**src/rtl/dmem_bridge.sv**
```systemverilog
// dmem_bridge: M-stage memory port to SRAM-like addr_ok/data_ok bus bridge.
// One bus transaction per access, pipeline stall while outstanding, and a
// watchdog that aborts with a bus error if the slave never answers.
module dmem_bridge #(
    parameter int unsigned TIMEOUT = 255
) (
    input  logic        clk,
    input  logic        rst,
    input  logic        memen,
    input  logic        memwr,
    input  logic [3:0]  sel,
    input  logic [31:0] addr,
    input  logic [31:0] wdata,
    output logic [31:0] rdata,
    output logic        stall,
    output logic        bus_err,
    output logic        data_req,
    output logic        data_wr,
    output logic [1:0]  data_size,
    output logic [31:0] data_addr,
    output logic [31:0] data_wdata,
    input  logic        data_addr_ok,
    input  logic        data_data_ok,
    input  logic [31:0] data_rdata
);

    localparam int unsigned CNT_W = 16;
    localparam logic [CNT_W-1:0] TIMEOUT_V = CNT_W'(TIMEOUT);
    localparam logic [31:0] ERR_WORD = 32'hDEAD_BEEF;

    typedef enum logic [1:0] {IDLE, REQ, WAIT, DONE} state_t;

    state_t             r_state;
    logic [CNT_W-1:0]   r_cnt;
    logic [31:0]        r_rdata;
    logic               r_bus_err;
    logic               r_req;
    logic               r_wr;
    logic [1:0]         r_size;
    logic [31:0]        r_addr;
    logic [31:0]        r_wdata;

    logic [1:0]         w_size;
    logic [1:0]         w_offset;
    logic [CNT_W-1:0]   w_cnt_inc;
    logic               w_timeout;
    logic               w_unused;

    // Byte offset within the word is only defined by the store byte selects.
    assign w_unused = ^addr[1:0];

    // Derive bus transfer size and byte offset from the access type and byte selects.
    always_comb begin
        w_size   = 2'd2;
        w_offset = 2'd0;
        if (memwr) begin
            unique case (sel)
                4'b0001: begin w_size = 2'd0; w_offset = 2'd0; end
                4'b0010: begin w_size = 2'd0; w_offset = 2'd1; end
                4'b0100: begin w_size = 2'd0; w_offset = 2'd2; end
                4'b1000: begin w_size = 2'd0; w_offset = 2'd3; end
                4'b0011: begin w_size = 2'd1; w_offset = 2'd0; end
                4'b1100: begin w_size = 2'd1; w_offset = 2'd2; end
                default: begin w_size = 2'd2; w_offset = 2'd0; end
            endcase
        end
    end

    // Watchdog fires on the cycle that would bring the REQ+WAIT count to TIMEOUT.
    assign w_cnt_inc = r_cnt + CNT_W'(1);
    assign w_timeout = (TIMEOUT_V != '0) && (w_cnt_inc == TIMEOUT_V);

    // Transaction FSM with registered bus outputs, read data and error flag.
    always_ff @(posedge clk) begin
        if (rst) begin
            r_state   <= IDLE;
            r_cnt     <= '0;
            r_rdata   <= '0;
            r_bus_err <= 1'b0;
            r_req     <= 1'b0;
            r_wr      <= 1'b0;
            r_size    <= 2'd0;
            r_addr    <= '0;
            r_wdata   <= '0;
        end else begin
            r_bus_err <= 1'b0;
            unique case (r_state)
                IDLE: begin
                    r_cnt <= '0;
                    if (memen) begin
                        r_state <= REQ;
                        r_req   <= 1'b1;
                        r_wr    <= memwr;
                        r_size  <= w_size;
                        r_addr  <= {addr[31:2], w_offset};
                        r_wdata <= wdata;
                    end
                end
                REQ: begin
                    r_cnt <= w_cnt_inc;
                    if (data_addr_ok && data_data_ok) begin
                        r_req   <= 1'b0;
                        r_state <= DONE;
                        if (!r_wr) r_rdata <= data_rdata;
                    end else if (data_addr_ok) begin
                        r_req   <= 1'b0;
                        r_state <= WAIT;
                    end else if (w_timeout) begin
                        r_req     <= 1'b0;
                        r_state   <= DONE;
                        r_rdata   <= ERR_WORD;
                        r_bus_err <= 1'b1;
                    end
                end
                WAIT: begin
                    r_cnt <= w_cnt_inc;
                    if (data_data_ok) begin
                        r_state <= DONE;
                        if (!r_wr) r_rdata <= data_rdata;
                    end else if (w_timeout) begin
                        r_state   <= DONE;
                        r_rdata   <= ERR_WORD;
                        r_bus_err <= 1'b1;
                    end
                end
                DONE: begin
                    r_state <= IDLE;
                end
                default: r_state <= IDLE;
            endcase
        end
    end

    // Hazard-unit freeze: pending request in IDLE, or an outstanding bus transaction.
    assign stall = !rst && (((r_state == IDLE) && memen) || (r_state == REQ) || (r_state == WAIT));

    assign rdata      = r_rdata;
    assign bus_err    = r_bus_err;
    assign data_req   = r_req;
    assign data_wr    = r_wr;
    assign data_size  = r_size;
    assign data_addr  = r_addr;
    assign data_wdata = r_wdata;

endmodule

```
**config.mk**
```make
export PLATFORM = sky130hd
export DESIGN_NAME = dmem_bridge
export DESIGN_NICKNAME = d
export VERILOG_FILES = /design/src/rtl/dmem_bridge.sv
export SDC_FILE = /design/constraint.sdc
export NUM_CORES = 1
export LEC_CHECK = 0
export ABC_AREA = 1
export CAP_MARGIN = 20
export CORE_ASPECT_RATIO = 0.7
export CORE_MARGIN = 1.5
export CORE_UTILIZATION = 30
export DETAILED_ROUTE_END_ITERATION = 6
export GPL_TIMING_DRIVEN = 0
export PLACE_DENSITY = 0.66
export SKIP_CTS_REPAIR_TIMING = 1
export SLEW_MARGIN = 10
export SYNTH_ARGS = -nofsm -noshare
export SYNTH_HDL_FRONTEND = slang
export SYNTH_SLANG_ARGS = --single-unit
```
**constraint.sdc**
```tcl
create_clock -name clk -period 1.8 [get_ports clk]
set_input_delay 0.36 -clock clk [delete_from_list [all_inputs] [get_ports clk]]
set_output_delay 0.36 -clock clk [all_outputs]
set_load 0.03 [all_outputs]
```
[Yosys cells after proc, flatten, opt, wreduce, memory -nomap -nowiden]
Index checks and enable logic that the tools add are counted.
Storage, ports and cells
  bits in latches: 0
  bits of input ports: 106
  memory bits (read-only): 0
  output and inout bits: 102
  memories kept: 0
  RAM bits: 0
  flip-flop bits (word level): 119
  logic and storage cells: 67
Cells by class
  bitwise gates (word level): 0
  div/mod/pow operators: 0
  order comparisons: 0
  multiply operators: 0
  reduce and logical (&&, ||, !) cells: 17
  mux-type cells: 27
  shift operators: 0
  add/sub/neg operators: 1
  equal/unequal tests: 13
Operators with widths (count)
  2-to-1 mux 32 bit: 5
  one-hot mux 32 bit (2 select lines): 1
  one-hot mux 16 bit (2 select lines): 1
  adder 16 x 1 -> 16 bit, second input constant: 1
  equality test 16 x 8 -> 1 bit, second input constant: 1
  2-to-1 mux 2 bit: 7
  equality test 4 x 2 -> 1 bit, second input constant: 2
  equality test 4 bit, second input constant: 2
  2-to-1 mux 1 bit: 8
  one-hot mux 2 bit (4 select lines): 1
  one-hot mux 2 bit (3 select lines): 1
  nonzero test 2 bit: 3
  OR reduction 2 bit: 3
  equality test 2 bit, second input constant: 2
  equality test 4 x 1 -> 1 bit, second input constant: 1
  equality test 4 x 3 -> 1 bit, second input constant: 1
  inequality test 4 bit, second input constant: 1
  one-hot mux 1 bit (2 select lines): 2
  one-hot mux 2 bit (2 select lines): 1
  AND reduction 2 bit: 2
  OR reduction 4 bit: 1
  logical AND 1 bit: 3
  inequality test 3 bit, second input constant: 1
  AND reduction 3 bit: 1
  5 further kinds: 6

[Logic depth before layout (Yosys ltp)]
  depth in word-level cells: 6
  mapped depth: 16
  gate-level depth less buffers: 16

[Worst setup path after synthesis]
OpenSTA, ideal clock, no wires.
  kind: register -> output
  start: register r_state[0]
  end: output port stall
  cell stages (with the launch flop): 7
  arrival time: 1.642 ns
  path slack: -0.202 ns
  path buffers: 2
  required time: 1.440 ns
  cells stage by stage: dfxtp_1 inv_1 ha_1 inv_1 clkbuf_1 clkbuf_1 a31oi_1
On the way
  longest elaborated chain between the ends: 5
  elaborated cells between the ends (all ways): 7
  those cells by class: eq/ne: 2; reduce/logical: 5
RTL lines
  start, declared: line 33  | state_t r_state;
  start signal, assigned: line 76  | r_state <= IDLE;
  start signal, assigned: line 91  | r_state <= REQ;
  start signal, assigned: line 103  | r_state <= DONE;
  logical NOT 2 bit: line 135  | assign stall = !rst && (((r_state == IDLE) && memen) || (r_state == REQ) || (r_state == WAIT));
  logical AND 1 bit: line 135
  logical OR 1 bit: line 135
  logical OR 1 bit (*): line 135
  logical AND 1 bit (*): line 135
  end, declared: line 15  | output logic stall,
Mark *: on every way between the ends. The rest lies on a longest branch, timed or not.

[Worst setup path after layout]
  start: register r_cnt[1]
  end: register r_rdata[17] (netlist: rdata[17])
On the way
  longest elaborated chain between the ends: 6
  elaborated cells between the ends (all ways): 7
  those cells by class: add/sub: 1; eq/ne: 1; mux: 5
RTL lines
  start, declared: line 34  | logic [CNT_W-1:0] r_cnt;
  start signal, assigned: line 100  | r_cnt <= w_cnt_inc;
  start signal, assigned: line 116  | r_cnt <= w_cnt_inc;
  adder 16 x 1 -> 16 bit (*): line 70  | assign w_cnt_inc = r_cnt + CNT_W'(1);
  equality test 16 x 8 -> 1 bit (*): line 71  | assign w_timeout = (TIMEOUT_V != '0) && (w_cnt_inc == TIMEOUT_V);
  2-to-1 mux 32 bit (*)
  2-to-1 mux 32 bit (2 in a row)
  one-hot mux 32 bit (2 select lines) (*)
  end signal, assigned: line 104  | if (!r_wr) r_rdata <= data_rdata;
  end signal, assigned: line 119  | if (!r_wr) r_rdata <= data_rdata;
  end, declared: line 35  | logic [31:0] r_rdata;
Mark *: on every way between the ends. The rest lies on a longest branch, timed or not. The select of a mux whose other input is x is not followed.
A chain may end at the register's enable or synchronous reset.

==> key figures <==
Min path
  • Hold/Removal Path Class: reg2reg
  • Hold Path Stages: 2
  • Hold Crit Start: data_size[0]$_SDFFE_PP0P_

Yosys
  • Largest area contributor in the netlist: dfxtp_1
  • Cells after Synth: roughly 950
  • Syn Area/Cell: ~6.5 um^2
  • Syn Std Cell Area: just over 6000 um^2
  • Synth cell types: 32
  • Synth warnings: 0
  • Synth cell count leaders: nand2_1 (181), nor2_1 (147), o21ai_0 (147), dfxtp_1 (119), inv_1 (87)
  • Net Count, Synth: about 1100
  • Post-synth EDFFs: 0
  • Sequential cell area fraction in the yosys report: about two fifths
  • Async SR Flop Fraction: 0%
  • Register bit total from synthesis: roughly 120
  • Most frequent cell after synthesis: nand2_1
  • Share of the synthesized area in the top cell type: a little under two fifths
  • Synth area leaders: dfxtp_1 (38%), o21ai_0 (12%), nand2_1 (11%)
  • Ys flop type: dfxtp_1

Outcome
  • Status: finished with violations
  • Failing checks: setup timing

Clocking
  • Clock-pin slew on the worst setup and hold paths: 0.06 ns
  • Clk Latency, worst-skew pair: between 0.4 and 0.5 ns
  • Root Buffer Master: clkbuf_16
  • TritonCTS clock tree: built
  • Htree depth: 4
  • Max clock buf depth: 2
  • Clk sinks: 119
  • CTS Buf Count: 17

Drt
  • WL final: ~22 mm
  • DR iter-0 viols: 653
  • Met2 wire length: about 9.8 mm
  • Antenna-violating nets left: 0
  • Drt pass-1 iters: 5
  • Top routing layer in use: met4
  • Drt drc: 0
  • Vias per cell: between 4 and 5
  • Wl on met1: roughly 10 mm
  • Met3 wire length: 1.49 mm
  • Via count: between 7000 and 8000
  • DR WL/cell: 15.0 um

Die
  • Site Rows: 43
  • Top-Level Pins: between 200 and 250
  • Die footprint: 21600 um^2
  • Starting density of the core: 31.0%
  • CORE AREA: roughly 20000 um^2
  • Die extent in y: 123 um
  • Die X: 175 um

Worst setup path
  • Slowest CP cell: dfxtp_4
  • CP Launch Type: flop
  • Worst setup EP type: flop
  • Critical Path AT: between 2 and 2.5 ns
  • Crit path from: r_cnt[1]$_SDFFE_PP0P_
  • Worst r2r src: r_cnt[1]$_SDFFE_PP0P_
  • Critical path depth: 16
  • CP max FO: 10
  • CP peak stage delay: approximately 0.37 ns
  • Cell family with most CP delay: simple AND/OR/NAND/NOR gates
  • CP cell instances: ha_4 > nand3_4 > nor2_4 > buf_4 > nand3_1 > nand2_1 > nand2_1 > clkinv_1 > nand2_1 > nor2_4 > nand2_4 > buf_6 > nand2_1 > nand2_1 > a21oi_2 > a21oi_1
  • Worst path bufs/invs: 3
  • Crit path top cell by count: nand2_1
  • Reg2reg path depth: 16
  • Crit Path Class: reg2reg
  • CP required: ~2.1 ns

Timing
  • RSZ-0062 raised after global routing: yes
  • PnR worst setup slack: -0.321 ns
  • Slew at the pin closest to its max-slew limit: slightly above 0.6 ns
  • Rel. slew slack: around three fifths
  • Max-slew violations: 0
  • Fmax: 472 MHz
  • Worst Skew: 0.0136 ns
  • Final Cycle Share: 118%
  • Setup violations, final: 37
  • Final Hold Fails: 0
  • Final Critical Period: 2.12 ns
  • Sum of negative setup slack: -9.32 ns

Placed design
  • Number of port buffers: slightly above 200
  • Routability cong.: about 0.85
  • Pre-CTS WS: -1.23 ns
  • Placed wire-length estimate: about 16 mm

Power and ir drop
  • IR drop worst, VDD: just under 700 uV
  • Pwr per Cell Area: around 950 nW/um^2
  • Leakage power: about 5.5 nW

Global routing
  • Vias in the first global route: around 6500
  • GRT Overall Usage: 19.5%
  • Largest net degree at the start of global routing: 17
  • First-pass GRT wire length: around 33 mm
  • Grt total ovfl: 0
  • Initial antenna violation count: 0

Layout
  • Number of fill cells: about 2000
  • Synth-to-Final Area Change: 57.3%
  • Fin nets: 1300
  • Antenna cells: 0
  • Layout cell share with drive strength beyond 1: 10.3%

Job
  • Max-cap violations: 0
[path summary, 6_finish.rpt]
path,slack (ns),end
setup / recovery,-0.32,rdata[17]$_SDFFE_PP0P_
hold / removal,0.46,data_size[0]$_SDFFE_PP0P_
setup reg to reg,-0.32,rdata[17]$_SDFFE_PP0P_
hold reg to reg,0.46,data_size[0]$_SDFFE_PP0P_
[power breakdown]
group	internal, W	switching [W]
logic	0.00104	0.00158
registers	0.00292	0.000181
clock network	0.00210	0.00145
[stage by stage]
stage | instances | total power (W) | cell area, um^2 | util [%] | hold WS, ns
3_5_place_dp | 1428 | 0.00574 | 8650 | 43.1 | 0.456
5_1_grt | 1470 | 0.00975 | 9780 | 48.7 | 0.483
4_1_cts | 1460 | 0.00932 | 9250 | 46.1 | 0.466
3_3_place_gp | 1428 | 0.00571 | 8650 | 43.1 | 0.453
2_1_floorplan | 953 | 0.00463 | 6260 | - | 0.457
6_report | 1470 | 0.00928 | 9780 | 48.7 | 0.459
[layout make-up]
type	count	area, um^2	share of cell area, %
inverters	91	350	3.58
repair buffers	214	2380	24.4
plain buffers	61	320	3.28
flip-flops and latches	119	2400	24.5
clock inverters	15	175	1.79
multi-input cells	683	3380	34.6
clock buffers	17	425	4.35
well taps	270	338	3.46
[placed cells by master (no fill, tap or decap), types with 2 or more instances in the layout]
master	n
o21bai_1	20
nand2_4	3
or2_2	8
o21ai_0	146
a21oi_1	50
buf_1	5
nor2_1	141
nor2_2	5
o211ai_1	5
dfxtp_4	2
inv_6	11
inv_1	83
a31oi_1	5
inv_2	4
clkdlybuf4s50_1	104
dfxtp_1	109
inv_4	2
buf_8	4
ha_4	3
nand4_1	5
dlymetal6s2s_1	100
dfxtp_2	8
xnor2_1	2
bufinv_16	2
ha_1	4
nor2_4	7
clkbuf_16	17
clkbuf_2	12
clkinvlp_4	2
nand3b_1	3
nand2_2	8
a21oi_2	4
buf_6	5
nand3_1	77
buf_4	8
clkbuf_1	35
xor2_2	2
nand3_2	2
nand2_1	175
[worst register-to-register path, stage by stage (launching register included)]
cell      delay, ns
dfxtp_4        0.37
ha_4           0.16
nand3_4        0.10
nor2_4         0.13
buf_4          0.13
nand3_1        0.07
nand2_1        0.07
nand2_1        0.07
clkinv_1       0.05
nand2_1        0.07
nor2_4         0.17
nand2_4        0.12
buf_6          0.17
nand2_1        0.06
nand2_1        0.06
a21oi_2        0.13
a21oi_1        0.07
[cells by family after synthesis]
logic type	Yosys count	synth area share [%]
compound gates	236	20.4
xor+xnor	5	0.705
fa+ha+maj	7	1.41
buf+inv	152	9.68
flops	119	38.3
simple gates	434	29.5
[per-layer routing]
metal  GRT usage [%]  vias up
li1                -     3565
met5               0        -
met2            30.9      263
met4            4.86        0
met1            27.2     3298
met3            4.00       16
[registers in the layout, indices dropped and copies added (netlist names)]
name,cells
r_state,2
data_addr,32
data_wr,1
r_cnt,16
data_wdata,32
rdata,32
data_req,1
bus_err,1
data_size,2
Power figures use the tool's default switching activity.
